===== src/rtl/constants.svh =====
// Global constants shared by the oscillator datapath and the mixer.
`ifndef CONSTANTS_SVH
`define CONSTANTS_SVH
`define FIXED_POINT 16
`define N_OSCILLATORS 4
`endif


===== src/rtl/mixer_pkg.sv =====
// Shared types and helpers for the voice mixer.
`include "constants.svh"
package mixer_pkg;

   localparam int MIXER_VOLUME_BITS = 8;
   localparam int SAT_W             = 64;

   typedef enum logic [2:0] {
      IDLE,
      SWEEP,
      DRAIN,
      SCALE,
      OUTPUT
   } mixer_state_t;

   typedef struct packed {
      logic valid;
      logic active;
   } voice_tag_t;

   // Clamp a signed value into the range of a signed width-bit number.
   function automatic logic signed [SAT_W-1:0] saturate(input logic signed [SAT_W-1:0] value,
                                                        input int unsigned width);
      logic signed [SAT_W-1:0] hi;
      logic signed [SAT_W-1:0] lo;
      hi = $signed((SAT_W'(1) << (width - 1)) - SAT_W'(1));
      lo = ~hi;
      if (value > hi)      return hi;
      else if (value < lo) return lo;
      else                 return value;
   endfunction

endpackage


===== src/rtl/voice_mixer_if.sv =====
// Control, oscillator and output signals between the mixer and its neighbours.
`include "constants.svh"
interface voice_mixer_if
   import mixer_pkg::*;
#(
   parameter int WIDTH     = 24,
   parameter int N_VOICES  = `N_OSCILLATORS,
   parameter int OUT_WIDTH = 24
);
   localparam int IDX_W = $clog2(N_VOICES + 1);

   logic                                sample_tick;
   logic [N_VOICES-1:0]                 voice_active;
   logic [MIXER_VOLUME_BITS-1:0]        master_volume;
   logic signed [WIDTH+`FIXED_POINT-1:0] osc_in;
   logic [IDX_W-1:0]                    index;
   logic                                osc_enable;
   logic signed [OUT_WIDTH-1:0]         sample_out;
   logic                                sample_valid;
   logic                                busy;
   logic                                overrun;

   modport master (
      output sample_tick, voice_active, master_volume, osc_in,
      input  index, osc_enable, sample_out, sample_valid, busy, overrun
   );

   modport slave (
      input  sample_tick, voice_active, master_volume, osc_in,
      output index, osc_enable, sample_out, sample_valid, busy, overrun
   );

endinterface


===== src/rtl/sample_saturator.sv =====
// Combinational volume scaling, fixed-point shift and output clamp.
`include "constants.svh"
module sample_saturator
   import mixer_pkg::*;
#(
   parameter int ACC_W     = 43,
   parameter int OUT_WIDTH = 24
) (
   input  logic signed [ACC_W-1:0]                   acc,
   input  logic [MIXER_VOLUME_BITS-1:0]              volume,
   input  logic signed [ACC_W+MIXER_VOLUME_BITS:0]   shift_in,
   output logic signed [ACC_W+MIXER_VOLUME_BITS:0]   shift_out,
   output logic signed [OUT_WIDTH-1:0]               clamped
);
   localparam int PROD_W = ACC_W + MIXER_VOLUME_BITS + 1;

   logic signed [PROD_W-1:0] prod;

   // Volume is zero-extended so 255 stays positive in the signed product.
   assign prod      = PROD_W'(acc) * PROD_W'($signed({1'b0, volume}));
   assign shift_out = prod >>> (`FIXED_POINT + MIXER_VOLUME_BITS);
   assign clamped   = OUT_WIDTH'(saturate(SAT_W'(shift_in), OUT_WIDTH));

endmodule


===== src/rtl/voice_mixer.sv =====
// Sweeps the shared oscillator over all voices each sample tick and mixes the results.
`include "constants.svh"
module voice_mixer
   import mixer_pkg::*;
#(
   parameter int WIDTH       = 24,
   parameter int N_VOICES    = `N_OSCILLATORS,
   parameter int OSC_LATENCY = 1,
   parameter int OUT_WIDTH   = 24
) (
   input logic         clk,
   input logic         rst,
   voice_mixer_if.slave bus
);
   localparam int IDX_W   = $clog2(N_VOICES + 1);
   localparam int ACC_W   = WIDTH + `FIXED_POINT + $clog2(N_VOICES) + 1;
   localparam int SHIFT_W = ACC_W + MIXER_VOLUME_BITS + 1;
   localparam int DRAIN_W = (OSC_LATENCY > 1) ? $clog2(OSC_LATENCY) : 1;
   localparam logic [IDX_W-1:0] PARK = IDX_W'(N_VOICES);
   localparam logic [IDX_W-1:0] LAST = IDX_W'(N_VOICES - 1);

   mixer_state_t                   state;
   logic [IDX_W-1:0]               index_q;
   logic                           osc_enable_q;
   logic [N_VOICES-1:0]            active_q;
   logic [MIXER_VOLUME_BITS-1:0]   volume_q;
   logic signed [ACC_W-1:0]        acc;
   voice_tag_t [OSC_LATENCY:0]     tag_pipe;
   voice_tag_t                     issue;
   logic [DRAIN_W-1:0]             drain_cnt;
   logic signed [SHIFT_W-1:0]      shift_d;
   logic signed [SHIFT_W-1:0]      shift_q;
   logic signed [OUT_WIDTH-1:0]    clamped;
   logic signed [OUT_WIDTH-1:0]    sample_q;
   logic                           valid_q;
   logic                           busy_q;
   logic                           overrun_q;

   // Tag for the voice being issued at the coming edge; it rides the pipe to meet osc_in.
   always_comb begin
      // NOTE: defaults first so every path assigns issue and no latch is inferred.
      issue = '0;
      if (state == IDLE && bus.sample_tick) begin
         issue.valid  = 1'b1;
         issue.active = bus.voice_active[0];
      end else if (state == SWEEP && index_q != LAST) begin
         issue.valid  = 1'b1;
         issue.active = active_q[index_q + 1'b1];
      end
   end

   sample_saturator #(
      .ACC_W     (ACC_W),
      .OUT_WIDTH (OUT_WIDTH)
   ) u_saturator (
      .acc       (acc),
      .volume    (volume_q),
      .shift_in  (shift_q),
      .shift_out (shift_d),
      .clamped   (clamped)
   );

   always_ff @(posedge clk or posedge rst) begin
      if (rst) begin
         // NOTE: the tag pipe and accumulator are reset so an aborted sweep leaves no residue.
         state        <= IDLE;
         index_q      <= PARK;
         osc_enable_q <= 1'b0;
         active_q     <= '0;
         volume_q     <= '0;
         acc          <= '0;
         tag_pipe     <= '0;
         drain_cnt    <= '0;
         shift_q      <= '0;
         sample_q     <= '0;
         valid_q      <= 1'b0;
         busy_q       <= 1'b0;
         overrun_q    <= 1'b0;
      end else begin
         overrun_q    <= bus.sample_tick && (state != IDLE);
         valid_q      <= 1'b0;
         osc_enable_q <= issue.active;
         tag_pipe[0]  <= issue;
         for (int i = 1; i <= OSC_LATENCY; i++) tag_pipe[i] <= tag_pipe[i-1];
         if (tag_pipe[OSC_LATENCY].valid && tag_pipe[OSC_LATENCY].active)
            acc <= acc + ACC_W'(bus.osc_in);

         case (state)
            IDLE: begin
               if (bus.sample_tick) begin
                  active_q <= bus.voice_active;
                  volume_q <= bus.master_volume;
                  acc      <= '0;
                  index_q  <= '0;
                  busy_q   <= 1'b1;
                  state    <= SWEEP;
               end
            end
            SWEEP: begin
               if (index_q == LAST) begin
                  index_q   <= PARK;
                  drain_cnt <= '0;
                  state     <= (OSC_LATENCY == 0) ? SCALE : DRAIN;
               end else begin
                  index_q <= index_q + 1'b1;
               end
            end
            DRAIN: begin
               if (drain_cnt == DRAIN_W'(OSC_LATENCY - 1)) state <= SCALE;
               else drain_cnt <= drain_cnt + 1'b1;
            end
            SCALE: begin
               shift_q <= shift_d;
               state   <= OUTPUT;
            end
            OUTPUT: begin
               sample_q <= clamped;
               valid_q  <= 1'b1;
               busy_q   <= 1'b0;
               state    <= IDLE;
            end
            default: state <= IDLE;
         endcase
      end
   end

   assign bus.index        = index_q;
   assign bus.osc_enable   = osc_enable_q;
   assign bus.sample_out   = sample_q;
   assign bus.sample_valid = valid_q;
   assign bus.busy         = busy_q;
   assign bus.overrun      = overrun_q;

endmodule


===== src/flat_wrapper.sv =====
// flat-port wrapper written by rule: the top's interface ports become plain ports
module voice_mixer_flat import mixer_pkg::*;
#(
   parameter int WIDTH       = 24,
   parameter int N_VOICES    = `N_OSCILLATORS,
   parameter int OSC_LATENCY = 1,
   parameter int OUT_WIDTH   = 24
)
  (clk, rst, bus_sample_tick, bus_voice_active, bus_master_volume, bus_osc_in, bus_index, bus_osc_enable, bus_sample_out, bus_sample_valid, bus_busy, bus_overrun);
  voice_mixer_if #(.WIDTH(WIDTH), .N_VOICES(N_VOICES), .OUT_WIDTH(OUT_WIDTH)) bus_i ();
  input logic clk;
  input logic rst;
  input wire logic [$bits(bus_i.sample_tick)-1:0] bus_sample_tick;
  input wire logic [$bits(bus_i.voice_active)-1:0] bus_voice_active;
  input wire logic [$bits(bus_i.master_volume)-1:0] bus_master_volume;
  input wire logic [$bits(bus_i.osc_in)-1:0] bus_osc_in;
  output wire logic [$bits(bus_i.index)-1:0] bus_index;
  output wire logic [$bits(bus_i.osc_enable)-1:0] bus_osc_enable;
  output wire logic [$bits(bus_i.sample_out)-1:0] bus_sample_out;
  output wire logic [$bits(bus_i.sample_valid)-1:0] bus_sample_valid;
  output wire logic [$bits(bus_i.busy)-1:0] bus_busy;
  output wire logic [$bits(bus_i.overrun)-1:0] bus_overrun;
  assign bus_i.sample_tick = bus_sample_tick;
  assign bus_i.voice_active = bus_voice_active;
  assign bus_i.master_volume = bus_master_volume;
  assign bus_i.osc_in = bus_osc_in;
  assign bus_index = bus_i.index;
  assign bus_osc_enable = bus_i.osc_enable;
  assign bus_sample_out = bus_i.sample_out;
  assign bus_sample_valid = bus_i.sample_valid;
  assign bus_busy = bus_i.busy;
  assign bus_overrun = bus_i.overrun;
  voice_mixer #(.WIDTH(WIDTH), .N_VOICES(N_VOICES), .OSC_LATENCY(OSC_LATENCY), .OUT_WIDTH(OUT_WIDTH)) u_core (.clk(clk), .rst(rst), .bus(bus_i));
endmodule

===== config.mk =====
export PLATFORM = sky130hd
export DESIGN_NAME = voice_mixer_flat
export DESIGN_NICKNAME = d
export VERILOG_FILES = /design/src/rtl/mixer_pkg.sv /design/src/rtl/voice_mixer_if.sv /design/src/rtl/sample_saturator.sv /design/src/rtl/voice_mixer.sv /design/src/flat_wrapper.sv
export VERILOG_INCLUDE_DIRS = /design/src /design/src/rtl
export SDC_FILE = /design/constraint.sdc
export NUM_CORES = 1
export LEC_CHECK = 0
export ABC_AREA = 0
export CORE_MARGIN = 2
export CORE_UTILIZATION = 45
export CTS_CLUSTER_DIAMETER = 120
export DETAILED_ROUTE_END_ITERATION = 6
export GPL_TIMING_DRIVEN = 0
export PLACE_DENSITY = 0.62
export SLEW_MARGIN = 20
export SYNTH_ARGS = -nofsm -noshare
export SYNTH_HDL_FRONTEND = slang
export SYNTH_SLANG_ARGS = --single-unit

===== constraint.sdc =====
create_clock -name clk -period 11.3 [get_ports clk]
set_input_delay 1.13 -clock clk [delete_from_list [all_inputs] [get_ports clk]]
set_output_delay 1.13 -clock clk [all_outputs]
set_load 0.02 [all_outputs]

==> results of run 1 <==
cells in the final DEF (no fill, tap or decap), drive strengths merged, types with 27 or more instances in the layout:
master,Yosys,routed
a21o,53,53
a21oi,90,90
and2,186,186
clkbuf,74,95
clkdlybuf4s50,0,85
dfrtp,119,119
fa,264,264
ha,144,144
inv,314,314
nand2,378,378
nand3,27,27
nor2,49,49
o21ai,79,79
xnor2,31,31
worst max-delay path, delay by kind of cell, from the launching register on:
family,cells,cell delay (ns)
buffers and inverters,4,0.82
AOI/OAI and AO/OA,5,1.26
and+or+nand+nor,6,1.35
adders and majority gates,5,2.43
DFF,1,0.50
kinds of logic (layout without fill, tap and decap cells):
kind of cell | Yosys count | count (layout)
compound gates | 319 | 319
buf+inv | 405 | 521
fa+ha+maj | 408 | 408
xor+xnor | 50 | 50
mux | 3 | 3
simple gates | 740 | 740
flops | 120 | 120
state kept, by name, summed over array words and instances (netlist names):
name	count
u_core.acc	43
u_core.shift_q	28
u_core.bus.sample_out	24
u_core.volume_q	8
u_core.active_q	4
u_core.bus.index	3
u_core.state	3
u_core.tag_pipe	3
u_core.bus.busy	1
u_core.bus.osc_enable	1
u_core.bus.overrun	1
u_core.bus.sample_valid	1
metal layers:
layer	wire length [microns]	vias to the layer above	GRT usage [%]
li1	-	6713	-
met1	21800	6797	33.1
met2	20600	333	37.1
met3	1890	49	2.95
met4	960	0	6.47
met5	0	-	0
final cells by class:
| cell class | count | area share [%] |
|---|---|---|
| buffer | 90 | 1.72 |
| clock buffer | 21 | 2.32 |
| clock inverter | 9 | 0.512 |
| inverter | 315 | 6.01 |
| multi-input combinational | 1520 | 66.6 |
| sequential | 120 | 15.2 |
| tap | 518 | 3.27 |
| timing repair buffer | 86 | 4.44 |
through the flow:
step	hold slack [ns]	util (%)	std cells	instance area, sq um
floorplan	0.331	-	2045	17700
global placement	0.339	49.6	2648	19200
detailed placement	0.344	49.7	2649	19200
CTS	0.356	51.1	2679	19800
global route	0.364	51.1	2679	19800
finish	0.357	51.1	2679	19800
worst max path at each step:
stage	from	to	depth (start not counted)
after floorplan	u_core.volume_q[2]	u_core.shift_q[10]	21
after global placement	rst	u_core.bus.osc_enable	2
after detailed placement	u_core.volume_q[5]	u_core.shift_q[10]	20
after CTS	u_core.volume_q[5]	u_core.shift_q[21]	20
after global routing	u_core.volume_q[2]	u_core.shift_q[21]	21
final	u_core.volume_q[5]	u_core.shift_q[10]	20
==> summary.txt, run 1 <==
Drt
  – DRT iter0 DRCs: between 800 and 900
  – Vias per cell: between 5 and 6
  – DRT antenna net count: 0
  – Final wirelength: between 40000 and 50000 microns
  – Drt pass-1 iters: 5
  – Drc violations: 0
  – Detailed-route via count: 13900
  – WL/cell: 16.9 microns

Hold path
  – Hold depth: 0
  – Worst Hold Launch: u_core.tag_pipe[1]
  – Hold WC Path Type: reg -> reg
  – Worst Hold Endpoint: u_core.tag_pipe[3]

Critical path
  – CP required: roughly 12 ns
  – R2r endpoint: u_core.shift_q[10]
  – Crit-path slowest cell: clkbuf_1
  – RR Startpoint: u_core.volume_q[5]
  – Worst setup EP type: flip-flop
  – R2R setup slack: about 4.9 ns
  – Critical path class: reg -> reg
  – Most used cell, CP: fa_1
  – Crit path max fanout: 10
  – Slowest Stage Delay on Critical Path: 0.66 ns
  – CP cell instances: clkbuf_1 > nand2_1 > fa_1 > inv_1 > fa_1 > fa_1 > inv_1 > fa_1 > inv_1 > ha_1 > and4_1 > a21oi_1 > nor2b_1 > a31o_1 > a21boi_4 > o311a_1 > or2_1 > a21o_1 > or4_1 > nand3_1
  – Critical Path Start Type: flip-flop
  – Data arrival time of the worst path: 6.80 ns
  – Reg2Reg Depth: 20

Timing
  – Worst-margin pin slew: 0.821 ns
  – Final Cycle Share: a little under three fifths
  – Worst Skew: roughly 0.014 ns
  – Setup-failing EPs final: 0
  – Slew Viols, Final: 0
  – Fin Setup TNS: 0 ns
  – Slew HR: around 45%
  – Minimum clock period: 6.44 ns
  – Max Clk Rate: 155 MHz
  – RSZ-0062 raised after global routing: no
  – Worst Slack Setup Final: between 4 and 5 ns
  – Final Hold Viols: 0

Logic synthesis
  – Synth Area in Simple Gates: 20.0%
  – Yosys top cell area share: between 20% and 30%
  – Commonest register cell after synthesis: dfrtp_1
  – Area fraction in compound gates after synthesis: a little under an eighth
  – Largest family of logic cells by synthesized area: adder cells
  – Dominant cell type by area after synthesis: fa_1
  – Syn Area/Cell: 8.66 sq um
  – Seq/Total Area, Yosys: about 17%
  – Mapped Nets: 2508
  – Post-synthesis xor/xnor area fraction: about 2.5%
  – Post-synth EDFFs: 0
  – Cell variety after synth: 76
  – Mux contribution to synthesized area: less than 1%
  – Post-synth top cells: nand2_1 (378), inv_1 (314), fa_1 (264)
  – Main area contributors after synthesis: fa_1 (30%), dfrtp_1 (17%), ha_1 (10%)
  – Async SR Flop Fraction: 100%
  – Yosys reg bits: 120
  – Post-Syn Area: 17700 sq um
  – Post-Synth Adder-Cell Area: between 40 and 50%
  – Mapped Cells: 2045
  – Synth warn: 0
  – Count leader, synth: nand2_1

Flow run
  – Max-cap check violation count: 0

Floorplanning
  – Chip Width: roughly 200 microns
  – Boundary pin count: 86
  – Cell Rows: 72
  – Die Ht: 202 microns
  – Initial Util: a little under half
  – Area of the core: 38700 sq um
  – Die area: roughly 41000 sq um

Clocking
  – Sink Count: 120
  – CTS root buffer: clkbuf_16
  – H-tree depth: 4
  – Clock Path Buffers: 2
  – Post-CTS sizing: 0
  – Clock latency at the later pin of the worst-skew pair: 0.44 ns
  – CTS tree: done
  – Num CTS Buffers: 17
  – Setup bufs post-CTS: 0
  – Post-CTS Hold Fix Bufs: 0
  – Clk slew on worst S/H paths: around 0.06 ns

GRT
  – Initial antenna violation count: 0
  – GRT overflow: 0
  – Largest net degree at the start of global routing: 96
  – First-pass GRT wire length: between 70000 and 80000 microns
  – Tot GR Track Use: between 20% and 30%
  – Vias in the first global route: about 14000

Layout
  – Sequential Area: about 3000 sq um
  – Multi-input combinational cell area: about 13000 sq um
  – ANT cells: 0
  – Final net count: approximately 2600
  – Area grow syn2layout: 11.8%
  – Filler Cells Inserted: around 3700
  – Fraction of layout cells with a size suffix above 1: roughly 2.5%

Place
  – Setup slack at placement: 4.87 ns
  – Port buffer count: 85
  – HPWL Detailed: 37400 microns
  – Gpl congestion: about 0.90

Status
  – Outcome: finished clean
Power of run 1 is left out: the tool's default activity adds up to more than one toggle a clock period on the data nets, which glitch-free logic cannot reach.
==> run 2, diff against run 1 <==
--- a/config.mk
+++ b/config.mk
@@ -12,7 +12,7 @@
 export CTS_CLUSTER_DIAMETER = 120
 export DETAILED_ROUTE_END_ITERATION = 6
 export GPL_TIMING_DRIVEN = 0
-export PLACE_DENSITY = 0.62
+export PLACE_DENSITY = 0.65
 export SLEW_MARGIN = 20
 export SYNTH_ARGS = -nofsm -noshare
 export SYNTH_HDL_FRONTEND = slang
==> constraint.sdc (replaced) <==
create_clock -name clk -period 5.3 [get_ports clk]
set_input_delay 0.53 -clock clk [delete_from_list [all_inputs] [get_ports clk]]
set_output_delay 0.53 -clock clk [all_outputs]
set_load 0.02 [all_outputs]
==> summary.txt, run 2 (synthesized netlist as in run 1, its figures left out) <==
Status
  – Outcome: finished, violations left
  – Failing checks: negative setup slack

Timing
  – Setup-failing EPs final: 9 (+9)
  – Final Cycle Share: 103% (+46 points)
  – Worst Hold Slack: 0.348 ns (-0.00903 ns)
  – Worst-margin pin slew: 0.745 ns (-0.0767 ns)
  – Final Hold Viols: 0 (unchanged)
  – Worst Slack Setup Final: -0.142 ns (-5.00 ns)
  – Slew Viols, Final: 0 (unchanged)
  – Slew HR: 50.4% (+5.1 points)
  – Max Clk Rate: 184 MHz (+18%)
  – Minimum clock period: 5.44 ns (-1.00 ns)
  – Worst Skew: 0.0124 ns (-0.00198 ns)
  – RSZ-0062 raised after global routing: yes

Drt
  – Vias per cell: 5.29 (+2.0%)
  – Drc violations: 0 (unchanged)
  – WL/cell: 17.3 microns (+2.6%)
  – DRT iter0 DRCs: 648 (-24%)
  – DRT antenna net count: 0 (unchanged)
  – Drt pass-1 iters: 7 (+2)
  – Detailed-route via count: 14400 (+3.9%)
  – Final wirelength: 47300 microns (+4.5%)

Layout
  – Fraction of layout cells with a size suffix above 1: 11.4% (+8.9 points)
  – Fin util: 54.7% (+3.6 points)
  – Max FFs per register: 43 (unchanged)
  – Sequential Area: 3020 sq um (+0.50%)
  – ANT cells: 0 (unchanged)
  – Final net count: 2663 (+1.9%)
  – Commonest non-fill, non-tap cells in the layout: nand2_1 (371), inv_1 (299), fa_1 (256)
  – Multi-input combinational cell area: 13700 sq um (+4.1%)
  – Reg with most FFs: u_core.acc
  – Filler Cells Inserted: 3501 (-6.1%)
  – Most common cell after layout, fill and taps aside: nand2_1
  – Final Cell Area: 21200 sq um (+7.1%)
  – Area grow syn2layout: 19.8%

Place
  – Gpl congestion: 0.895 (-0.52%)
  – HPWL Detailed: 37100 microns (-0.93%)
  – Port buffer count: 85 (unchanged)
  – Placed instance area: 19300 sq um (about the same)

Floorplanning
  – Cell Rows: 72 (unchanged)
  – Area of the core: 38700 sq um (unchanged)
  – Die area: 41000 sq um (unchanged)
  – Die Ht: 202 microns (unchanged)
  – Initial Util: 45.7% (unchanged)
  – Boundary pin count: 86 (unchanged)
  – Chip Width: 202 microns (unchanged)

Critical path
  – Worst setup EP type: flip-flop
  – Critical Path Start Type: flip-flop
  – Data arrival time of the worst path: 5.75 ns (-1.05 ns)
  – CP required: 5.61 ns (-6.05 ns)
  – Crit path max fanout: 6 (-4)
  – Critical path class: reg -> reg

Clocking
  – Clk slew on worst S/H paths: 0.06 ns (about the same)
  – Clock latency at the later pin of the worst-skew pair: 0.45 ns (about the same)
  – H-tree depth: 4 (unchanged)
  – Sink Count: 120 (unchanged)
  – Post-CTS Hold Fix Bufs: 0 (unchanged)
  – Num CTS Buffers: 17 (unchanged)
  – Clock Path Buffers: 2 (unchanged)
  – CTS root buffer: clkbuf_16
  – CTS tree: done

GRT
  – First-pass GRT wire length: 77300 microns (+2.9%)
  – GRT overflow: 0 (unchanged)
  – Tot GR Track Use: 23.7% (+0.52 points)
  – Initial antenna violation count: 0 (unchanged)
  – Largest net degree at the start of global routing: 73 (-24%)
  – Vias in the first global route: 15000 (+3.8%)

Flow run
  – Max-cap check violation count: 0 (unchanged)

Hold path
  – Hold WC Path Type: reg -> reg
-- run 2: cell types whose count changed in the layout (fill, tap and decap cells not counted), sizes merged --
cell / previous run / this run
clkinvlp: 1 / 3
clkbuf: 95 / 79
inv: 314 / 316
clkinv: 7 / 8
buf: 17 / 80
-- run 2: area by class of cell --
type	instances	share of cell area (%)
clock buffer	18	2.07
buffer	77	3.03
multi-input combinational	1520	64.7
inverter	315	5.60
clock inverter	14	0.708
timing repair buffer	149	6.60
sequential	120	14.2
tap	518	3.06
-- run 2: repair_timing --
action	CTS	global route
endpoints found under the setup margin	27	23
pin swaps	71	63
gates cloned	2	0
setup buffers	36	25
gates resized for setup	148	83
hold endpoints to repair	0	0
-- run 2: through the flow --
stage               TNS [ns]  setup WS, ns  cells
floorplan                  0       0.00534   2045
global placement      -49.39        -0.971   2648
detailed placement    -18.82         -1.03   2649
CTS                   -0.332        -0.112   2709
global route           -2.58        -0.273   2731
finish                -0.627        -0.142   2731
-- run 2: worst paths after layout --
kind | startpoint | endpoint | slack [ns] | cells past startpoint
max | u_core.volume_q[0] | u_core.shift_q[26] | -0.14 | 21
min | u_core.tag_pipe[1] | u_core.tag_pipe[3] | 0.35 | 0
max reg2reg | u_core.volume_q[0] | u_core.shift_q[26] | -0.14 | 21
min reg2reg | u_core.tag_pipe[1] | u_core.tag_pipe[3] | 0.35 | 0
max in group asynchronous | rst | u_core.acc[20] | 4.03 | 3
min in group asynchronous | rst | u_core.bus.sample_out[12] | 0.50 | 2
-- run 2: worst max-delay path, stage by stage (launching register included) --
cell	delay [ns]
dfrtp_1	0.33
buf_6	0.15
clkbuf_16	0.17
buf_4	0.16
nand2_1	0.08
fa_1	0.50
inv_1	0.05
fa_1	0.45
ha_1	0.33
fa_1	0.48
ha_1	0.30
nand4_1	0.09
o21ai_0	0.34
nand4_1	0.14
buf_4	0.18
a31o_4	0.26
a21boi_4	0.19
o311ai_4	0.14
a2111o_1	0.48
a31oi_4	0.22
o21a_1	0.17
o31ai_2	0.06
-- run 2: routing by layer --
layer  up-vias  global-route usage, %  share of wire, %
met1      7144                   32.3                46
li1       6803                      -                 -
met2       407                   38.3                46
met5         -                      0                 0
met4         0                   9.33               3.6
met3        85                   3.31               4.7
Power of run 2 is left out for the same reason.
